## config.mk

```make
export PLATFORM = sky130hd
export DESIGN_NAME = handshake_fifo
export DESIGN_NICKNAME = d
export VERILOG_FILES = /design/src/rtl/handshake_fifo.sv
export SDC_FILE = /design/constraint.sdc
export NUM_CORES = 1
export LEC_CHECK = 0
export CAP_MARGIN = 15
export CORE_MARGIN = 3
export CORE_UTILIZATION = 45
export DETAILED_ROUTE_END_ITERATION = 12
export PLACE_DENSITY = 0.72
export SKIP_CTS_REPAIR_TIMING = 1
export SLEW_MARGIN = 40
export SYNTH_ARGS = -nofsm -noshare
export SYNTH_HDL_FRONTEND = slang
export SYNTH_SLANG_ARGS = --single-unit
```

## constraint.sdc

```tcl
create_clock -name clk -period 1.8 [get_ports clk]
set_input_delay 0.27 -clock clk [delete_from_list [all_inputs] [get_ports clk]]
set_output_delay 0.27 -clock clk [all_outputs]
set_load 0.005 [all_outputs]
```

## src/rtl/handshake_fifo.sv

```systemverilog
// handshake_fifo: valid/ready FIFO with first-word-fall-through head.
// Wrap-bit pointers give count/full/empty straight from registered state.
module handshake_fifo #(
  parameter int unsigned DATA_W = 8,
  parameter int unsigned DEPTH  = 4
) (
  input  logic                       clk,
  input  logic                       rst_n,
  input  logic [DATA_W-1:0]          s_data_in,
  input  logic                       s_valid,
  output logic                       s_ready,
  output logic [DATA_W-1:0]          m_data,
  output logic                       m_valid,
  input  logic                       m_ready,
  output logic [$clog2(DEPTH):0]     count,
  output logic                       full,
  output logic                       empty
);

  localparam int AW = $clog2(DEPTH);
  localparam int PW = AW + 1;

  logic [DATA_W-1:0] mem [DEPTH];
  logic [PW-1:0]     wr_ptr;
  logic [PW-1:0]     rd_ptr;
  logic              push;
  logic              pop;

  // Status and handshakes depend on the pointers only.
  always_comb begin
    empty   = (wr_ptr == rd_ptr);
    full    = (wr_ptr[AW-1:0] == rd_ptr[AW-1:0])
            && (wr_ptr[AW] != rd_ptr[AW]);
    count   = wr_ptr - rd_ptr;
    s_ready = ~full;
    m_valid = ~empty;
    push    = s_valid & s_ready;
    pop     = m_valid & m_ready;
    m_data  = mem[rd_ptr[AW-1:0]];
  end

  // Pointer registers; reset empties the queue at once.
  always_ff @(posedge clk or negedge rst_n) begin
    if (!rst_n) begin
      wr_ptr <= '0;
      rd_ptr <= '0;
    end else begin
      if (push) wr_ptr <= wr_ptr + PW'(1);
      if (pop)  rd_ptr <= rd_ptr + PW'(1);
    end
  end

  // Storage array; contents are left as-is through reset.
  always_ff @(posedge clk) begin
    if (push) mem[wr_ptr[AW-1:0]] <= s_data_in;
  end

endmodule
```

==> impl.org, run 1 <==
** Synth
- The mapped netlist covers 1600 um2.
- Post-synth cell types :: 18
- Number of enable-type register cells in the synthesized netlist :: 32
- Each instance of the synthesized netlist takes up on average 18.2 um2.
- Summing the areas of all and, or, nand and nor instances in the mapped netlist gives 3.36% of the synthesized area.
- Dominant combinational cell family by area after synthesis :: multiplexers
- Flip-flop cell with the highest count after synthesis :: sky130_fd_sc_hd__edfxtp_1
- Xor and xnor area share after synthesis :: 2.73%
- The share of the Yosys chip area taken by registers is 69.3%.
- During synthesis, Yosys emitted a total of 0 warnings.
- Flip-flop and latch count after synthesis :: 38
- Summing the areas of all compound-gate instances in the mapped netlist gives 1.48% of the synthesized area.
- After technology mapping, the gate count stands at 88.
- Dominant cells by area after synthesis :: sky130_fd_sc_hd__edfxtp_1 60%, sky130_fd_sc_hd__mux4_2 11%, sky130_fd_sc_hd__dfrtp_1 9.4%
- Synthesis produced a netlist with a net count of 108.
- After Yosys synthesis, full adders, half adders and majority gates account for 6.71% of the synthesized area.
- Leading cell type by number of instances after synthesis :: sky130_fd_sc_hd__edfxtp_1
- In the synthesized netlist the async set-or-reset flop fraction comes to 15.8%.
- Most used standard cells in the synthesized netlist :: 32 x sky130_fd_sc_hd__edfxtp_1, 8 x sky130_fd_sc_hd__inv_1, 8 x sky130_fd_sc_hd__mux4_2, 7 x sky130_fd_sc_hd__ha_1, 6 x sky130_fd_sc_hd__dfrtp_1
- Of the post-synthesis cell area, the part taken by muxes is 14.0%.
- Library cell occupying the most area in the post-synthesis netlist :: sky130_fd_sc_hd__edfxtp_1
- Yosys top cell area share :: 60.0%

** Floorplanning
- Number of primary I/O pins :: 27
- The die covers 4310 um2.
- Starting density of the core :: 47.3%
- Placement Rows :: 21
- Die width :: 65.7 um
- Die height :: 65.7 um
- Standard cell core area :: 3390 um2

** Layout
- The number of antenna diodes in the final layout is 0.
- Share of final-layout standard cells stronger than drive strength 1 :: 41.9%
- Number of nets at the end of the flow :: 155
- Compared with the post-synthesis result, the final layout area differs by 40.7%.
- Fill cell count :: 230
- Share of the core filled with cells :: 66.5%

** CTS
- Sink count of the clock tree :: 38
- Deepest level of the CTS H-tree :: 2
- Buffer levels on the longest clock path :: 2
- Clock tree from TritonCTS :: yes
- Clk slew on worst S/H paths :: 120 ps
- Clock tree synthesis selected as its root buffer the cell sky130_fd_sc_hd__clkbuf_4.
- Clock tree synthesis inserted a total of 5 buffers.
- Clock Latency Late Sink :: 330 ps

** STA
- The count of final hold-check violations came to 0.
- Setup violations remaining at the end of the flow were counted as 9.
- Post-layout minimum cycle time :: 1940 ps
- Worst slew pin tran :: 307 ps
- Once routing completed, OpenROAD measured the worst setup slack at -140 ps.
- Setup repair after global routing could not meet its margin everywhere.
- Worst slew margin :: 79.5%
- Total Negative Setup Slacks :: -572 ps
- Between clock sinks in the finished design, the worst skew comes to 6.51 ps.
- Highest attainable clock frequency :: 515 MHz
- The tightest hold path in the finished design has a slack of 173 ps.
- Final worst-path cycle share :: 108%
- The final number of max-transition violations was 0.

** Setup path
- Sort of element at the end of the critical path :: output pin
- STA puts the critical path data arrival time at 1670 ps.
- CP Class :: reg -> out
- Data on the critical path is required at its endpoint by 1530 ps.
- STA classifies the critical path startpoint as a flop.
- Critical Path Fanout Max :: 4

** Global routing
- Met1 Resource Use GR :: 15.7%
- Busiest layer in global routing :: met2
- The first global-routing pass estimated 4.31 mm of wire.
- The initial antenna violation count was 0.
- M2 GR Usage :: 25.0%
- Global routing finished with a remaining overflow of 0.
- The number of global-route vias before repair was 920.
- For this run, global-route usage on met3 was measured as 4.10%.
- Entering global routing, the biggest net connects 14 pins.
- Global routing used 14.3% of the available tracks across all layers.

** Run status
- The flow ran to the end, but the final reports show violations.
- The final reports fail on negative setup slack.

** Job
- Max-cap violations in this run came to 0.

** Power and ir drop
- The analysis attributes to cell leakage a power of 0.912 nW.
- Across the VDD grid, the largest voltage drop is 1.15 mV.
- Total power density per cell area :: 1840 nW/um2

** Placed design
- Count of input and output buffers :: 26
- Detailed placement finished with a half-perimeter wire length of 1.90 mm.
- Routability-driven placement finished with a final weighted congestion of 0.738.

** Routing
- Remaining DRCs :: 0
- The first detailed-routing pass took 4 iterations.
- Using the TritonRoute via totals, the vias-per-cell ratio works out to 4.95.
- Dividing the detail-routed wire length by the instance count gives 15.5 um.
- Iteration-0 DRC count of the detailed router :: 32
- DRT Wirelength :: 2.83 mm
- Summing over every cut layer, the via total after detailed routing is 900.
- In this run the remaining antenna-violating nets after routing total 0.

** Worst hold path
- Worst hold path type :: in -> async
through the flow:
step / power (mW) / worst slack [ps] / area (um2) / cells
floorplan: 2.23 / 36.2 / 1600 / 88
global placement: 3.24 / -99.6 / 2040 / 169
detailed placement: 3.29 / -109 / 2040 / 169
finish: 4.14 / -140 / 2250 / 182
global route: 4.42 / -193 / 2250 / 182
CTS: 4.01 / -518 / 2150 / 177
power breakdown:
group / switching (mW) / internal [mW] / total, mW
registers: 0.146 / 1.21 / 1.36
logic: 0.850 / 1.22 / 2.07
clock network: 0.282 / 0.435 / 0.716
total: 1.28 / 2.86 / 4.14
metal layers:
| metal | share of wire, % | vias to the layer above | wire length [um] |
|---|---|---|---|
| met4 | 1.0 | 0 | 29 |
| met5 | 0 | - | 0 |
| li1 | - | 425 | - |
| met2 | 56 | 21 | 1580 |
| met1 | 39 | 450 | 1110 |
| met3 | 4.0 | 4 | 114 |
registers in the layout, indices dropped and copies added, names as in the netlist:
signal,cells
wr_ptr,3
mem,32
rd_ptr,3
path summary, 6_finish.rpt:
kind | depth (start not counted) | start | end | slack [ps]
max | 4 | rd_ptr[0] | m_data[6] | -140
min | 1 | rst_n | rd_ptr[0] | 170
max reg2reg | 5 | rd_ptr[1] | rd_ptr[1] | 150
min reg2reg | 2 | wr_ptr[0] | wr_ptr[0] | 600
max in group asynchronous | 1 | rst_n | rd_ptr[2] | 1380
min in group clk | 3 | m_ready | rd_ptr[2] | 540
layout by cell type (no fill, tap or decap), types with 2 or more instances in the layout:
cell type	count
sky130_fd_sc_hd__inv_1	6
sky130_fd_sc_hd__mux4_2	8
sky130_fd_sc_hd__bufinv_16	2
sky130_fd_sc_hd__dlymetal6s2s_1	5
sky130_fd_sc_hd__clkdlybuf4s50_1	11
sky130_fd_sc_hd__o21ai_0	2
sky130_fd_sc_hd__buf_4	9
sky130_fd_sc_hd__dfrtp_2	3
sky130_fd_sc_hd__clkbuf_4	5
sky130_fd_sc_hd__nand2_1	5
sky130_fd_sc_hd__mux2_2	3
sky130_fd_sc_hd__clkbuf_2	10
sky130_fd_sc_hd__buf_12	5
sky130_fd_sc_hd__ha_1	5
sky130_fd_sc_hd__xnor2_1	3
sky130_fd_sc_hd__inv_2	2
sky130_fd_sc_hd__and3_1	4
sky130_fd_sc_hd__edfxtp_1	32
sky130_fd_sc_hd__ha_4	2
sky130_fd_sc_hd__dfrtp_1	3
critical path, cell delays in order, from the launching register on:
cell,delay [ps]
sky130_fd_sc_hd__dfrtp_2,450
sky130_fd_sc_hd__buf_6,120
sky130_fd_sc_hd__clkbuf_16,130
sky130_fd_sc_hd__mux4_2,510
sky130_fd_sc_hd__clkbuf_2,130
kinds of logic (layout without fill, tap and decap cells):
family,after synthesis,after routing
AO/OA/AOI/OAI,4,4
XOR/XNOR,5,5
adder cells (fa/ha/maj),8,8
buffers and inverters,10,58
flip-flops,38,38
multiplexers,12,12
AND/OR/NAND/NOR,11,11
cell type report:
| cell class | instances | area (um2) | share of cell area [%] |
|---|---|---|---|
| tap | 46 | 57.6 | 2.55 |
| clock inverter | 3 | 68.8 | 3.05 |
| timing repair buffer | 42 | 427 | 18.9 |
| multi-input combinational | 40 | 519 | 23.0 |
| sequential | 38 | 1110 | 49.4 |
| inverter | 8 | 30.0 | 1.33 |
| clock buffer | 5 | 37.5 | 1.66 |
Note: power is estimated with default switching activity, not from simulation.
==> run 2: changes to the inputs <==
--- a/config.mk
+++ b/config.mk
@@ -9,6 +9,7 @@
 export CORE_MARGIN = 3
 export CORE_UTILIZATION = 45
 export DETAILED_ROUTE_END_ITERATION = 12
+export GPL_ROUTABILITY_DRIVEN = 0
 export PLACE_DENSITY = 0.72
 export SKIP_CTS_REPAIR_TIMING = 1
 export SLEW_MARGIN = 40
==> results of run 2 <==
The final DEF is identical to that of run 1; final timing and power are the same.
==> run 3: changes to the inputs <==
--- a/config.mk
+++ b/config.mk
@@ -5,12 +5,10 @@
 export SDC_FILE = /design/constraint.sdc
 export NUM_CORES = 1
 export LEC_CHECK = 0
-export CAP_MARGIN = 15
 export CORE_MARGIN = 3
 export CORE_UTILIZATION = 45
 export DETAILED_ROUTE_END_ITERATION = 12
-export GPL_ROUTABILITY_DRIVEN = 0
-export PLACE_DENSITY = 0.72
+export DONT_BUFFER_PORTS = 1
 export SKIP_CTS_REPAIR_TIMING = 1
 export SLEW_MARGIN = 40
 export SYNTH_ARGS = -nofsm -noshare
==> run 3 against run 2 <==
Effect of this change: the flow now finishes without violations; non-clock buffer count down 20; via count down 9.2%; sequential power down 4%; first-iteration DRC count up 50%; maximum frequency up 8.9%; design area down 13%; routed wire length down 3.7%.
==> impl.org, run 3 (synthesized netlist as in run 1, its figures left out) <==
** STA
- The count of final hold-check violations was 0 (unchanged).
- Clock Skews :: 8.12 ps (+1.62 ps)
- Setup repair after global routing could not meet its margin everywhere.
- Final Max Slew Viols :: 0 (unchanged)
- The highest clock frequency the design can meet came to 561 MHz (+8.9%).
- The relative slew slack is 75.2% (-4.3 points).
- Final worst-path cycle share :: 99.0% (-8.8 points)
- Worst slew pin tran :: 371 ps (+64.2 ps)
- The aggregate negative setup slack was 0 ps (+572 ps).
- The final-report setup violation count is 0 (-9).
- The clock period minus final worst setup slack was 1780 ps (-159 ps).

** Power and ir drop
- The leakage power of the design came to 0.754 nW (-17%).
- The share of total power in the clock network came to 16.0% (-1.3 points).
- The worst ir drop on vdd is 1.15 mV (-0.37%).
- The sequential share of power was 39.0% (+6.2 points).
- The total power is 3.37 mW (-19%).
- The cell area power density is 1720 nW/um2 (-6.2%).
- The cell-internal power was 2.23 mW (-22%).
- Part of the total power dissipated in combinational logic :: 45.0% (-4.9 points)
- The net switching power of the design is 1.13 mW (-11%).
- The switching part of the total is 33.7% (+2.8 points).

** Layout
- In the layout the commonest cells are 32 x sky130_fd_sc_hd__edfxtp_1, 11 x sky130_fd_sc_hd__buf_4, 9 x sky130_fd_sc_hd__dlygate4sd3_1, 8 x sky130_fd_sc_hd__mux4_2, 7 x sky130_fd_sc_hd__inv_1.
- Largest register FFs :: 32 (unchanged)
- Final std cells w/o fill :: 161 (-12%)
- Most common cell after layout, fill and taps aside :: sky130_fd_sc_hd__edfxtp_1
- The number of antenna cells inserted is 0 (unchanged).
- The total of fill cells in the finished design came to 263 (+14%).
- The area growth from synthesis to layout is 21.9%.
- The proportion of layout cells with a drive suffix above 1 was 32.2% (-9.7 points).
- The number of nets at the end of the flow is 135 (-13%).

** Setup path
- The largest individual stage delay along the critical path comes from the cell sky130_fd_sc_hd__fa_2.
- Buf/Inv on CP :: 2 (-1)
- Critical Path RT :: 1530 ps (about the same)
- CP Class :: reg -> out
- Logic depth of the worst path, buffers included :: 4 (unchanged)
- The worst setup path is captured at an output pin.
- In this design, the largest share of critical-path delay is due to adder cells.
- Critical Path Fanout Max :: 2 (-2)
- Reg2Reg Depth :: 4 (-1)
- Crit path launch type :: flop
- The delay of the slowest cell on the worst path was 520 ps (about the same).
- Cell breakdown of the critical path :: inv_2 -> ha_2 -> fa_2 -> inv_1
- Crit path DAT :: 1510 ps (-160 ps)

** Routing
- Via density per instance :: 5.07 (+2.6%)
- The number of nets with antenna violations after routing is 0 (unchanged).
- The wire length on met3 came to 188 um (+65%).
- The via count of the routed design was 817 (-9.2%).
- The sum of routed wire segments on met1 is 1.12 mm (+0.63%).
- DRT Wirelength :: 2.73 mm (-3.7%)
- Remaining DRCs :: 0 (unchanged)
- Average routed wire per standard cell :: 16.9 um (+8.8%)
- After detailed routing, no signal wire sits above met4.
- DRT Pass-1 Iters :: 4 (unchanged)
- Iteration-0 DRC count of the detailed router :: 48 (+50%)
- The routed wire length on met2 is 1.38 mm (-13%).

** CTS
- Sink count of the clock tree :: 38 (unchanged)
- Clock Latency Late Sink :: 340 ps (about the same)
- Clock tree root driver cell :: sky130_fd_sc_hd__clkbuf_4
- Buffer levels on the longest clock path :: 2 (unchanged)
- The total CTS buffers came to 5 (unchanged).
- Clk slew on worst S/H paths :: 110 ps (about the same)
- The number of levels in the clock H-tree was 2 (unchanged).
- TritonCTS built the clock tree.

** Floorplanning
- Starting density of the core :: 47.3% (unchanged)
- The area of the die is 4310 um2 (unchanged).
- Placement Rows :: 21 (unchanged)
- Number of primary I/O pins :: 27 (unchanged)
- The floorplan core area was 3390 um2 (unchanged).
- The die extent in x came to 65.7 um (unchanged).
- The chip height was 65.7 um (unchanged).

** Global routing
- The largest net degree at the start of global routing came to 12 (-2).
- The initial antenna violation count was 0 (unchanged).
- Combined global-route utilization of all metal layers :: 13.4% (-0.87 points)
- Overall overflow remaining after global route :: 0 (unchanged)
- The global-route wire length before repair is 3.99 mm (-7.5%).
- Number of global-route vias before repair :: 853 (-7.3%)

** Worst hold path
- Along the worst hold path, the cell count comes to 2.
- The worst hold path belongs to the class in -> reg.

** Placed design
- The placed wire-length estimate after detailed placement is 1.75 mm (-8.0%).
- Count of input and output buffers :: 0 (-100%)
- Routability-driven placement finished with a final weighted congestion of 0.752.
- Post-placement cell count :: 140 (-17%)

** Job
- MaxCap Viol Count :: 0 (unchanged)

** Run status
- Status :: finished clean
-- run 3: cell count changes in the layout (fill, tap and decap cells not counted), moves of 3 or more --
cell                              change
sky130_fd_sc_hd__dlygate4sd3_1        +9
sky130_fd_sc_hd__dlymetal6s2s_1       -5
sky130_fd_sc_hd__clkbuf_2            -10
sky130_fd_sc_hd__dfrtp_1              +3
sky130_fd_sc_hd__clkdlybuf4s50_1     -11
sky130_fd_sc_hd__buf_12               -5
sky130_fd_sc_hd__dfrtp_2              -3
-- run 3: through the flow --
stage | setup slack, ps | hold WS [ps] | util, % | instance area (um2)
after CTS | -197 | -413 | 52.6 | 1780
after global routing | -67.4 | 60.7 | 57.7 | 1950
final | 18.3 | 81.4 | 57.7 | 1950
after global placement | 125 | -25.4 | 50.5 | 1710
after detailed placement | 75.6 | -25.4 | 50.5 | 1710
after floorplan | 36.2 | -25.6 | - | 1600
-- run 3: worst reg2reg max path: cells and delay by family, from the launching register on --
family,cells,cell delay (ps)
and+or+nand+nor,1,160
AOI/OAI and AO/OA,1,260
adders and majority gates,1,380
DFF,1,430
muxes,1,370
-- run 3: power by group through the flow --
stage          Combinational, mW  Clock (mW)  Sequential [mW]
6_report                    1.52       0.538             1.31
4_1_cts                     1.26       0.557             1.31
5_1_grt                     1.67       0.606             1.34
2_1_floorplan              0.923           0             1.31
3_5_place_dp                1.25           0             1.33
3_3_place_gp                1.26           0             1.32
-- run 3: final cells by class --
class | count | area [um2] | share of cell area, %
Clock inverter | 2 | 33.8 | 1.73
Inverter | 8 | 30.0 | 1.54
Timing Repair Buffer | 22 | 199 | 10.2
Clock buffer | 5 | 37.5 | 1.92
Tap cell | 46 | 57.6 | 2.94
Sequential cell | 38 | 1110 | 56.9
Multi-Input combinational cell | 40 | 485 | 24.8
-- run 3: path summary, 6_finish.rpt --
| check | from | slack (ps) | to |
|---|---|---|---|
| max | wr_ptr[0] | 20 | count[1] |
| min | s_valid | 80 | wr_ptr[0] |
| max reg2reg | wr_ptr[1] | 90 | rd_ptr[1] |
| min reg2reg | wr_ptr[1] | 600 | wr_ptr[1] |
| max in group asynchronous | rst_n | 1350 | rd_ptr[0] |
| min in group asynchronous | rst_n | 230 | wr_ptr[0] |
-- run 3: routing by layer --
layer	up-vias	GRT usage, %
li1	384	-
met1	403	14.4
met2	25	21.8
met3	5	6.67
met4	0	6.74
met5	-	0
